`config.mk`:
```
export PLATFORM = sky130hd
export DESIGN_NAME = axi_2_wb_flat
export DESIGN_NICKNAME = d
export VERILOG_FILES = /design/src/rtl/axi_2_wb_pkg.sv /design/src/rtl/axi_2_wb_if.sv /design/src/rtl/axi_2_wb_tmo.sv /design/src/rtl/axi_2_wb.sv /design/src/flat_wrapper.sv
export SDC_FILE = /design/constraint.sdc
export NUM_CORES = 1
export LEC_CHECK = 0
export BUFFER_PORTS_ARGS = -buffer_cell sky130_fd_sc_hd__buf_4
export CAP_MARGIN = 20
export CELL_PAD_IN_SITES_DETAIL_PLACEMENT = 0
export CELL_PAD_IN_SITES_GLOBAL_PLACEMENT = 1
export CORE_AREA = 3 3 123 96
export DETAILED_ROUTE_END_ITERATION = 6
export DIE_AREA = 0 0 126 99
export MAX_ROUTING_LAYER = met4
export PLACE_DENSITY = 0.84
export RECOVER_POWER = 50
export SLEW_MARGIN = 40
export SYNTH_ARGS = -nofsm -noshare
export SYNTH_HDL_FRONTEND = slang
export SYNTH_SLANG_ARGS = --single-unit
```
`constraint.sdc`:
```
create_clock -name wbs_clk_i -period 7.65 [get_ports wbs_clk_i]
set_input_delay 1.1475 -clock wbs_clk_i [delete_from_list [all_inputs] [get_ports wbs_clk_i]]
set_output_delay 1.1475 -clock wbs_clk_i [all_outputs]
set_load 0.01 [all_outputs]
```
`src/rtl/axi_2_wb_pkg.sv`:
```
// axi_2_wb_pkg: FSM state encoding, AXI response codes and Wishbone address prefix shared by the axi_2_wb bridge
package axi_2_wb_pkg;
  localparam logic [2:0] IDLE       = 3'd0;
  localparam logic [2:0] WR_COLLECT = 3'd1;
  localparam logic [2:0] WB_WR      = 3'd2;
  localparam logic [2:0] WB_RD      = 3'd3;
  localparam logic [2:0] B_RESP     = 3'd4;
  localparam logic [2:0] R_RESP     = 3'd5;
  localparam logic [1:0] RESP_OKAY   = 2'b00;
  localparam logic [1:0] RESP_SLVERR = 2'b10;
  localparam logic [7:0] ADR_PFX     = 8'h30;
  function automatic logic [31:0] wb_adr(input logic [11:0] a);
    return {ADR_PFX, 12'h000, a};
  endfunction
endpackage

```
`src/rtl/axi_2_wb_if.sv`:
```
// axi_2_wb_if: AXI-Lite slave channels and Wishbone master signals of the bridge.
// slave = bridge view, master = environment (AXI master + Wishbone slave) view.
interface axi_2_wb_if #(
  parameter int pADDR_WIDTH = 12,
  parameter int pDATA_WIDTH = 32
);
  logic                   awvalid, awready;
  logic [pADDR_WIDTH-1:0] awaddr;
  logic                   wvalid, wready;
  logic [pDATA_WIDTH-1:0] wdata;
  logic                   bvalid, bready;
  logic [1:0]             bresp;
  logic                   arvalid, arready;
  logic [pADDR_WIDTH-1:0] araddr;
  logic                   rvalid, rready;
  logic [pDATA_WIDTH-1:0] rdata;
  logic [1:0]             rresp;
  logic                   wbm_cyc_o, wbm_stb_o, wbm_we_o, wbm_ack_i;
  logic [3:0]             wbm_sel_o;
  logic [31:0]            wbm_adr_o;
  logic [pDATA_WIDTH-1:0] wbm_dat_o, wbm_dat_i;
  modport slave (
    input  awvalid, awaddr, wvalid, wdata, bready, arvalid, araddr, rready, wbm_ack_i, wbm_dat_i,
    output awready, wready, bvalid, bresp, arready, rvalid, rdata, rresp,
           wbm_cyc_o, wbm_stb_o, wbm_we_o, wbm_sel_o, wbm_adr_o, wbm_dat_o
  );
  modport master (
    output awvalid, awaddr, wvalid, wdata, bready, arvalid, araddr, rready, wbm_ack_i, wbm_dat_i,
    input  awready, wready, bvalid, bresp, arready, rvalid, rdata, rresp,
           wbm_cyc_o, wbm_stb_o, wbm_we_o, wbm_sel_o, wbm_adr_o, wbm_dat_o
  );
endinterface

```
`src/rtl/axi_2_wb_tmo.sv`:
```
// axi_2_wb_tmo: counts Wishbone cycles without ack; expired_o fires in the pTIMEOUT-th such cycle.
module axi_2_wb_tmo #(
  parameter int pTIMEOUT = 255
) (
  input  logic clk,
  input  logic rst,
  input  logic clear_i,
  input  logic en_i,
  output logic expired_o
);
  localparam int W = $clog2(pTIMEOUT + 1);
  logic [W-1:0] cnt_q, cnt_d;
  assign cnt_d     = clear_i ? '0 : en_i ? cnt_q + 1'b1 : cnt_q;
  assign expired_o = en_i && (cnt_q == W'(pTIMEOUT - 1));
  always_ff @(posedge clk or posedge rst)
    if (rst) cnt_q <= '0;
    else     cnt_q <= cnt_d;
endmodule

```
`src/rtl/axi_2_wb.sv`:
```
// axi_2_wb: single-outstanding AXI-Lite slave to Wishbone classic master bridge, reads win ties.
// Define AXI_2_WB_TIMEOUT_EN to abort unacked Wishbone cycles after pTIMEOUT clocks with SLVERR.
module axi_2_wb
  import axi_2_wb_pkg::*;
#(
  parameter int pADDR_WIDTH = 12,
  parameter int pDATA_WIDTH = 32,
  parameter int pTIMEOUT    = 255
) (
  input  logic       wbs_clk_i,
  input  logic       wbs_rst_i,
  axi_2_wb_if.slave  bus
);
  logic [2:0]             state_q, state_d;
  logic                   aw_got_q, aw_got_d, w_got_q, w_got_d, cyc_q, cyc_d, act_q;
  logic [pADDR_WIDTH-1:0] addr_q, addr_d;
  logic [pDATA_WIDTH-1:0] wdata_q, wdata_d, rdata_q, rdata_d;
  logic [1:0]             resp_q, resp_d;
  logic                   idle, coll, wb, hs_ar, hs_aw, hs_w, both, ack, tmo_exp, done;
  assign idle  = state_q == IDLE;
  assign coll  = state_q == WR_COLLECT;
  assign wb    = state_q == WB_WR || state_q == WB_RD;
  // act_q keeps every ready low until the first edge after reset release
  assign bus.arready = act_q && idle;
  assign bus.awready = act_q && (idle ? !bus.arvalid : coll && !aw_got_q);
  assign bus.wready  = act_q && (idle ? !bus.arvalid : coll && !w_got_q);
  assign hs_ar = bus.arvalid && bus.arready;
  assign hs_aw = bus.awvalid && bus.awready;
  assign hs_w  = bus.wvalid && bus.wready;
  assign both  = (aw_got_q || hs_aw) && (w_got_q || hs_w);
  assign ack   = cyc_q && bus.wbm_ack_i;
  assign done  = ack || tmo_exp;
`ifdef AXI_2_WB_TIMEOUT_EN
  axi_2_wb_tmo #(.pTIMEOUT(pTIMEOUT)) u_tmo (
    .clk       (wbs_clk_i),
    .rst       (wbs_rst_i),
    .clear_i   (!cyc_q),
    .en_i      (cyc_q && !bus.wbm_ack_i),
    .expired_o (tmo_exp)
  );
`else
  assign tmo_exp = 1'b0;
`endif
  always_comb begin
    state_d  = state_q;
    aw_got_d = aw_got_q;
    w_got_d  = w_got_q;
    addr_d   = addr_q;
    wdata_d  = wdata_q;
    rdata_d  = rdata_q;
    resp_d   = resp_q;
    cyc_d    = cyc_q;
    if (hs_ar) begin
      addr_d  = bus.araddr;
      state_d = WB_RD;
    end
    if (hs_aw) addr_d = bus.awaddr;
    if (hs_w) wdata_d = bus.wdata;
    if (hs_aw || hs_w) begin
      aw_got_d = !both && (aw_got_q || hs_aw);
      w_got_d  = !both && (w_got_q || hs_w);
      state_d  = both ? WB_WR : WR_COLLECT;
    end
    // cyc rises one cycle after entering a bus state, so an ack is never seen in the entry cycle
    if (wb) begin
      cyc_d = !done;
      if (done) begin
        state_d = state_q == WB_WR ? B_RESP : R_RESP;
        resp_d  = ack ? RESP_OKAY : RESP_SLVERR;
        if (state_q == WB_RD) rdata_d = ack ? bus.wbm_dat_i : '0;
      end
    end
    if ((state_q == B_RESP && bus.bready) || (state_q == R_RESP && bus.rready)) state_d = IDLE;
  end
  always_ff @(posedge wbs_clk_i or posedge wbs_rst_i)
    if (wbs_rst_i) begin
      state_q  <= IDLE;
      aw_got_q <= 1'b0;
      w_got_q  <= 1'b0;
      cyc_q    <= 1'b0;
      act_q    <= 1'b0;
      addr_q   <= '0;
      wdata_q  <= '0;
      rdata_q  <= '0;
      resp_q   <= RESP_OKAY;
    end else begin
      state_q  <= state_d;
      aw_got_q <= aw_got_d;
      w_got_q  <= w_got_d;
      cyc_q    <= cyc_d;
      act_q    <= 1'b1;
      addr_q   <= addr_d;
      wdata_q  <= wdata_d;
      rdata_q  <= rdata_d;
      resp_q   <= resp_d;
    end
  assign bus.bvalid    = state_q == B_RESP;
  assign bus.bresp     = resp_q;
  assign bus.rvalid    = state_q == R_RESP;
  assign bus.rresp     = resp_q;
  assign bus.rdata     = rdata_q;
  assign bus.wbm_cyc_o = cyc_q;
  assign bus.wbm_stb_o = cyc_q;
  assign bus.wbm_we_o  = state_q == WB_WR;
  assign bus.wbm_sel_o = wb ? 4'hF : 4'h0;
  assign bus.wbm_adr_o = wb ? wb_adr(addr_q[11:0]) : '0;
  assign bus.wbm_dat_o = wdata_q;
endmodule

```
`src/flat_wrapper.sv`:
```
// flat-port wrapper written by rule: the top's interface ports become plain ports
module axi_2_wb_flat import axi_2_wb_pkg::*;
#(
  parameter int pADDR_WIDTH = 12,
  parameter int pDATA_WIDTH = 32,
  parameter int pTIMEOUT    = 255
)
  (wbs_clk_i, wbs_rst_i, bus_awvalid, bus_awaddr, bus_wvalid, bus_wdata, bus_bready, bus_arvalid, bus_araddr, bus_rready, bus_wbm_ack_i, bus_wbm_dat_i, bus_awready, bus_wready, bus_bvalid, bus_bresp, bus_arready, bus_rvalid, bus_rdata, bus_rresp, bus_wbm_cyc_o, bus_wbm_stb_o, bus_wbm_we_o, bus_wbm_sel_o, bus_wbm_adr_o, bus_wbm_dat_o);
  axi_2_wb_if #(.pADDR_WIDTH(pADDR_WIDTH), .pDATA_WIDTH(pDATA_WIDTH)) bus_i ();
  input  logic wbs_clk_i;
  input  logic wbs_rst_i;
  input wire logic [$bits(bus_i.awvalid)-1:0] bus_awvalid;
  input wire logic [$bits(bus_i.awaddr)-1:0] bus_awaddr;
  input wire logic [$bits(bus_i.wvalid)-1:0] bus_wvalid;
  input wire logic [$bits(bus_i.wdata)-1:0] bus_wdata;
  input wire logic [$bits(bus_i.bready)-1:0] bus_bready;
  input wire logic [$bits(bus_i.arvalid)-1:0] bus_arvalid;
  input wire logic [$bits(bus_i.araddr)-1:0] bus_araddr;
  input wire logic [$bits(bus_i.rready)-1:0] bus_rready;
  input wire logic [$bits(bus_i.wbm_ack_i)-1:0] bus_wbm_ack_i;
  input wire logic [$bits(bus_i.wbm_dat_i)-1:0] bus_wbm_dat_i;
  output wire logic [$bits(bus_i.awready)-1:0] bus_awready;
  output wire logic [$bits(bus_i.wready)-1:0] bus_wready;
  output wire logic [$bits(bus_i.bvalid)-1:0] bus_bvalid;
  output wire logic [$bits(bus_i.bresp)-1:0] bus_bresp;
  output wire logic [$bits(bus_i.arready)-1:0] bus_arready;
  output wire logic [$bits(bus_i.rvalid)-1:0] bus_rvalid;
  output wire logic [$bits(bus_i.rdata)-1:0] bus_rdata;
  output wire logic [$bits(bus_i.rresp)-1:0] bus_rresp;
  output wire logic [$bits(bus_i.wbm_cyc_o)-1:0] bus_wbm_cyc_o;
  output wire logic [$bits(bus_i.wbm_stb_o)-1:0] bus_wbm_stb_o;
  output wire logic [$bits(bus_i.wbm_we_o)-1:0] bus_wbm_we_o;
  output wire logic [$bits(bus_i.wbm_sel_o)-1:0] bus_wbm_sel_o;
  output wire logic [$bits(bus_i.wbm_adr_o)-1:0] bus_wbm_adr_o;
  output wire logic [$bits(bus_i.wbm_dat_o)-1:0] bus_wbm_dat_o;
  assign bus_i.awvalid = bus_awvalid;
  assign bus_i.awaddr = bus_awaddr;
  assign bus_i.wvalid = bus_wvalid;
  assign bus_i.wdata = bus_wdata;
  assign bus_i.bready = bus_bready;
  assign bus_i.arvalid = bus_arvalid;
  assign bus_i.araddr = bus_araddr;
  assign bus_i.rready = bus_rready;
  assign bus_i.wbm_ack_i = bus_wbm_ack_i;
  assign bus_i.wbm_dat_i = bus_wbm_dat_i;
  assign bus_awready = bus_i.awready;
  assign bus_wready = bus_i.wready;
  assign bus_bvalid = bus_i.bvalid;
  assign bus_bresp = bus_i.bresp;
  assign bus_arready = bus_i.arready;
  assign bus_rvalid = bus_i.rvalid;
  assign bus_rdata = bus_i.rdata;
  assign bus_rresp = bus_i.rresp;
  assign bus_wbm_cyc_o = bus_i.wbm_cyc_o;
  assign bus_wbm_stb_o = bus_i.wbm_stb_o;
  assign bus_wbm_we_o = bus_i.wbm_we_o;
  assign bus_wbm_sel_o = bus_i.wbm_sel_o;
  assign bus_wbm_adr_o = bus_i.wbm_adr_o;
  assign bus_wbm_dat_o = bus_i.wbm_dat_o;
  axi_2_wb #(.pADDR_WIDTH(pADDR_WIDTH), .pDATA_WIDTH(pDATA_WIDTH), .pTIMEOUT(pTIMEOUT)) u_core (.wbs_clk_i(wbs_clk_i), .wbs_rst_i(wbs_rst_i), .bus(bus_i));
endmodule
```
==> results.py <==
metrics = {
    "worst_setup_path": {
        "cpMostUsedCell": "buf_4",
        "cp_data_required_time_ns": 6.50,
        "r2r-start": "u_core.state_q[0]",
        "path_class": "input pin to output port",
        "worstPathArrival_ns": 2.07,
        "rrSetupSlack_ns": 4.63,
        "critical_path.top_delay_family": "compound AO/OA/AOI/OAI gates",
        "cp_num_buf_inv": 2,
        "crit_path_end_kind": "output port",
        "cp_max_fo": 5,
        "crit_path_top_delay_cell": "a211oi_1",
        "start_kind": "input pin",
        "slowest_delay_ns": 0.44,
        "startpoint": "bus_arvalid",
        "crit_chain": "buf_4 -> nor2b_1 -> a211oi_1 -> buf_4",
    },
    "place": {
        "dpl.hpwl_um": 6640,
        "placed_cell_area_um2": 5170,
        "routabilityCongestion": 0.746,
        "place_ws_ns": 4.57,
        "place_inst": 589,
        "port_buffers": 185,
    },
    "cts": {
        "root_buffer": "clkbuf_16",
        "cts_buffer_depth": 2,
        "cts_setup_buffers": 0,
        "cts_tree": "built",
        "clock_sinks": 83,
        "hold_buffers": 0,
        "h-tree-depth": 3,
        "cts.clk_slew.worst_paths_ns": 0.06,
        "postCtsResizedCells": 0,
        "numCtsBuffers": 9,
        "clkLatencyLatePin_ns": 0.33,
    },
    "sta": {
        "drv_slew": 0,
        "finalSetupViolCount": 0,
        "finClkSkew_ns": 0.00661,
        "finalHoldViolations": 0,
        "tightest_slew_ns": 1.37,
        "relSlewSlack": 0.0876,
        "setup_slack_ns": 4.43,
        "timing.setup.tns_ns": 0,
        "period_share": 0.421,
        "fmaxAchievable_ghz": 0.311,
        "min_period_ns": 3.22,
        "rsz0062_at_grt": "no",
    },
    "cells_and_area": {
        "post-route-util": 0.496,
        "drive_above_1_share": 0.505,
        "final_nets": 556,
        "finalInstanceArea_um2": 5320,
        "regArea_um2": 2080,
        "fillers": 1029,
        "antennaDiodeCount": 0,
        "area_growth_pct": 39.3,
        "final_cells": 605,
        "multi_input_area_um2": 1480,
    },
    "floorplanning": {
        "rows": 33,
        "core_um2": 10700,
        "dieArea_um2": 12500,
        "num_io_pins": 208,
        "dieHeight_um": 99,
        "initial_utilization": 0.356,
        "die_x_um": 126,
    },
    "pwr": {
        "power.leakage_nw": 2.77,
        "p_per_area_nw_per_um2": 387,
        "ir_drop_mv": 0.208,
    },
    "synthesis": {
        "yosys_warnings": 0,
        "synth.most_common_cell": "dfrtp_1",
        "synth_top_area_frac": 0.544,
        "synth-seq-cells": 83,
        "yosys.area.top_type": "dfrtp_1",
        "syn_area_um2": 3820,
        "syn_inst": 281,
        "avgSynthCellArea_um2": 13.6,
        "synthFlopType": "dfrtp_1",
        "synthTopCellsByCount": "83 x dfrtp_1, 33 x mux2_2, 30 x buf_4",
        "ys_types": 31,
        "ys_seq_area_frac": 0.544,
        "async_reset_ff_frac": 1.00,
        "synth_area_leaders": "dfrtp_1 54%, mux2_4 11%, mux2_2 9.7%, buf_4 5.9%, mux2i_1 3.9%",
        "synth_edf_count": 0,
    },
    "routing": {
        "drc": 0,
        "route.detailed.wl_per_inst_um": 14.9,
        "drtAntennaViolNets": 0,
        "first_pass_iters": 4,
        "viasPerCell": 4.46,
        "drt-total-wl_um": 9010,
        "vias": 2697,
        "drt_iter0_markers": 139,
    },
    "global_routing": {
        "grt_pass1_wl_um": 14200,
        "antenna_found_initial": 0,
        "overflow": 0,
        "grt_max_degree": 84,
        "track_usage": 0.148,
        "grt_pass1_vias": 2837,
    },
    "status": {
        "status": "finished, final reports clean",
    },
    "hold_path": {
        "holdCritPathClass": "register to register",
        "hp-start": "u_core.bus.rdata[18]",
    },
    "run": {
        "cap_violations": 0,
    },
}
routing by layer:
metal	global-route usage	vias up	wire (um)	part of all wire
li1	-	1260	-	-
met1	0.186	1304	3770	0.42
met2	0.227	127	4410	0.49
met3	0.0553	6	757	0.084
met4	0.0396	0	81	0.0090
met5	-	-	0	0
path summary, 6_finish.rpt:
check | endpoint | cells after the start
setup / recovery | bus_wready | 4
hold / removal | u_core.bus.rdata[18] | 1
setup reg to reg | u_core.bus.wbm_dat_o[30] | 4
hold reg to reg | u_core.bus.rdata[18] | 1
max in group asynchronous | u_core.bus.wbm_dat_o[17] | 3
min in group asynchronous | u_core.bus.wbm_dat_o[2] | 3
logic make-up (layout without fill, tap and decap cells):
kind of cell / count (synthesis) / in the layout / share of synthesized area
DFF: 83 / 83 / 0.544
muxes: 79 / 79 / 0.256
and+or+nand+nor: 52 / 52 / 0.0743
buffers and inverters: 44 / 207 / 0.0848
AOI/OAI and AO/OA: 21 / 21 / 0.0390
other: 2 / 23 / 0.00197
state kept, by name, indices dropped and copies added, names as in the netlist:
signal,count
u_core.bus.rdata,32
u_core.bus.wbm_dat_o,32
u_core.addr_q,12
u_core.state_q,3
u_core.act_q,1
u_core.aw_got_q,1
u_core.bus.wbm_cyc_o,1
u_core.w_got_q,1
layout by cell type, fill, tap and decap left out, types with 2 or more instances in the layout:
cell type    n
buf_4      153
dfrtp_1     83
clkbuf_1    35
mux2_2      33
mux2_4      29
nor2_1      23
conb_1      23
mux2i_1     15
and2_1      15
a21oi_1     13
clkbuf_16    9
inv_1        3
nand2_1      3
nand2b_1     2
o21ai_0      2
mux2_1       2
where the power goes:
part / internal [mW] / total [mW] / switching (mW) / leakage [nW]
Clock: 0.253 / 0.423 / 0.170 / 0.137
Combinational: 0.485 / 0.856 / 0.371 / 1.64
Sequential: 0.654 / 0.780 / 0.126 / 0.999
metrics by stage:
stage               power, mW  hold WS (ns)
finish                   2.06         0.492
global route             2.19         0.507
CTS                      2.17         0.496
detailed placement       1.73         0.482
global placement         1.71         0.478
floorplan                1.30         0.534
cell type report:
cell class / instances / share of cell area
multi-input combinational: 175 / 0.277
timing repair buffer: 187 / 0.242
inverter: 4 / 0.00306
tap: 140 / 0.0329
clock buffer: 12 / 0.0444
sequential: 83 / 0.390
clock inverter: 4 / 0.00964
worst reg2reg max path: cells and delay by family (launching register included):
family | cells | cell delay, ns
compound gates | 1 | 1.11
buf+inv | 2 | 0.76
flops | 1 | 0.62
mux | 1 | 0.42
Note: power is estimated with default switching activity, not from simulation.
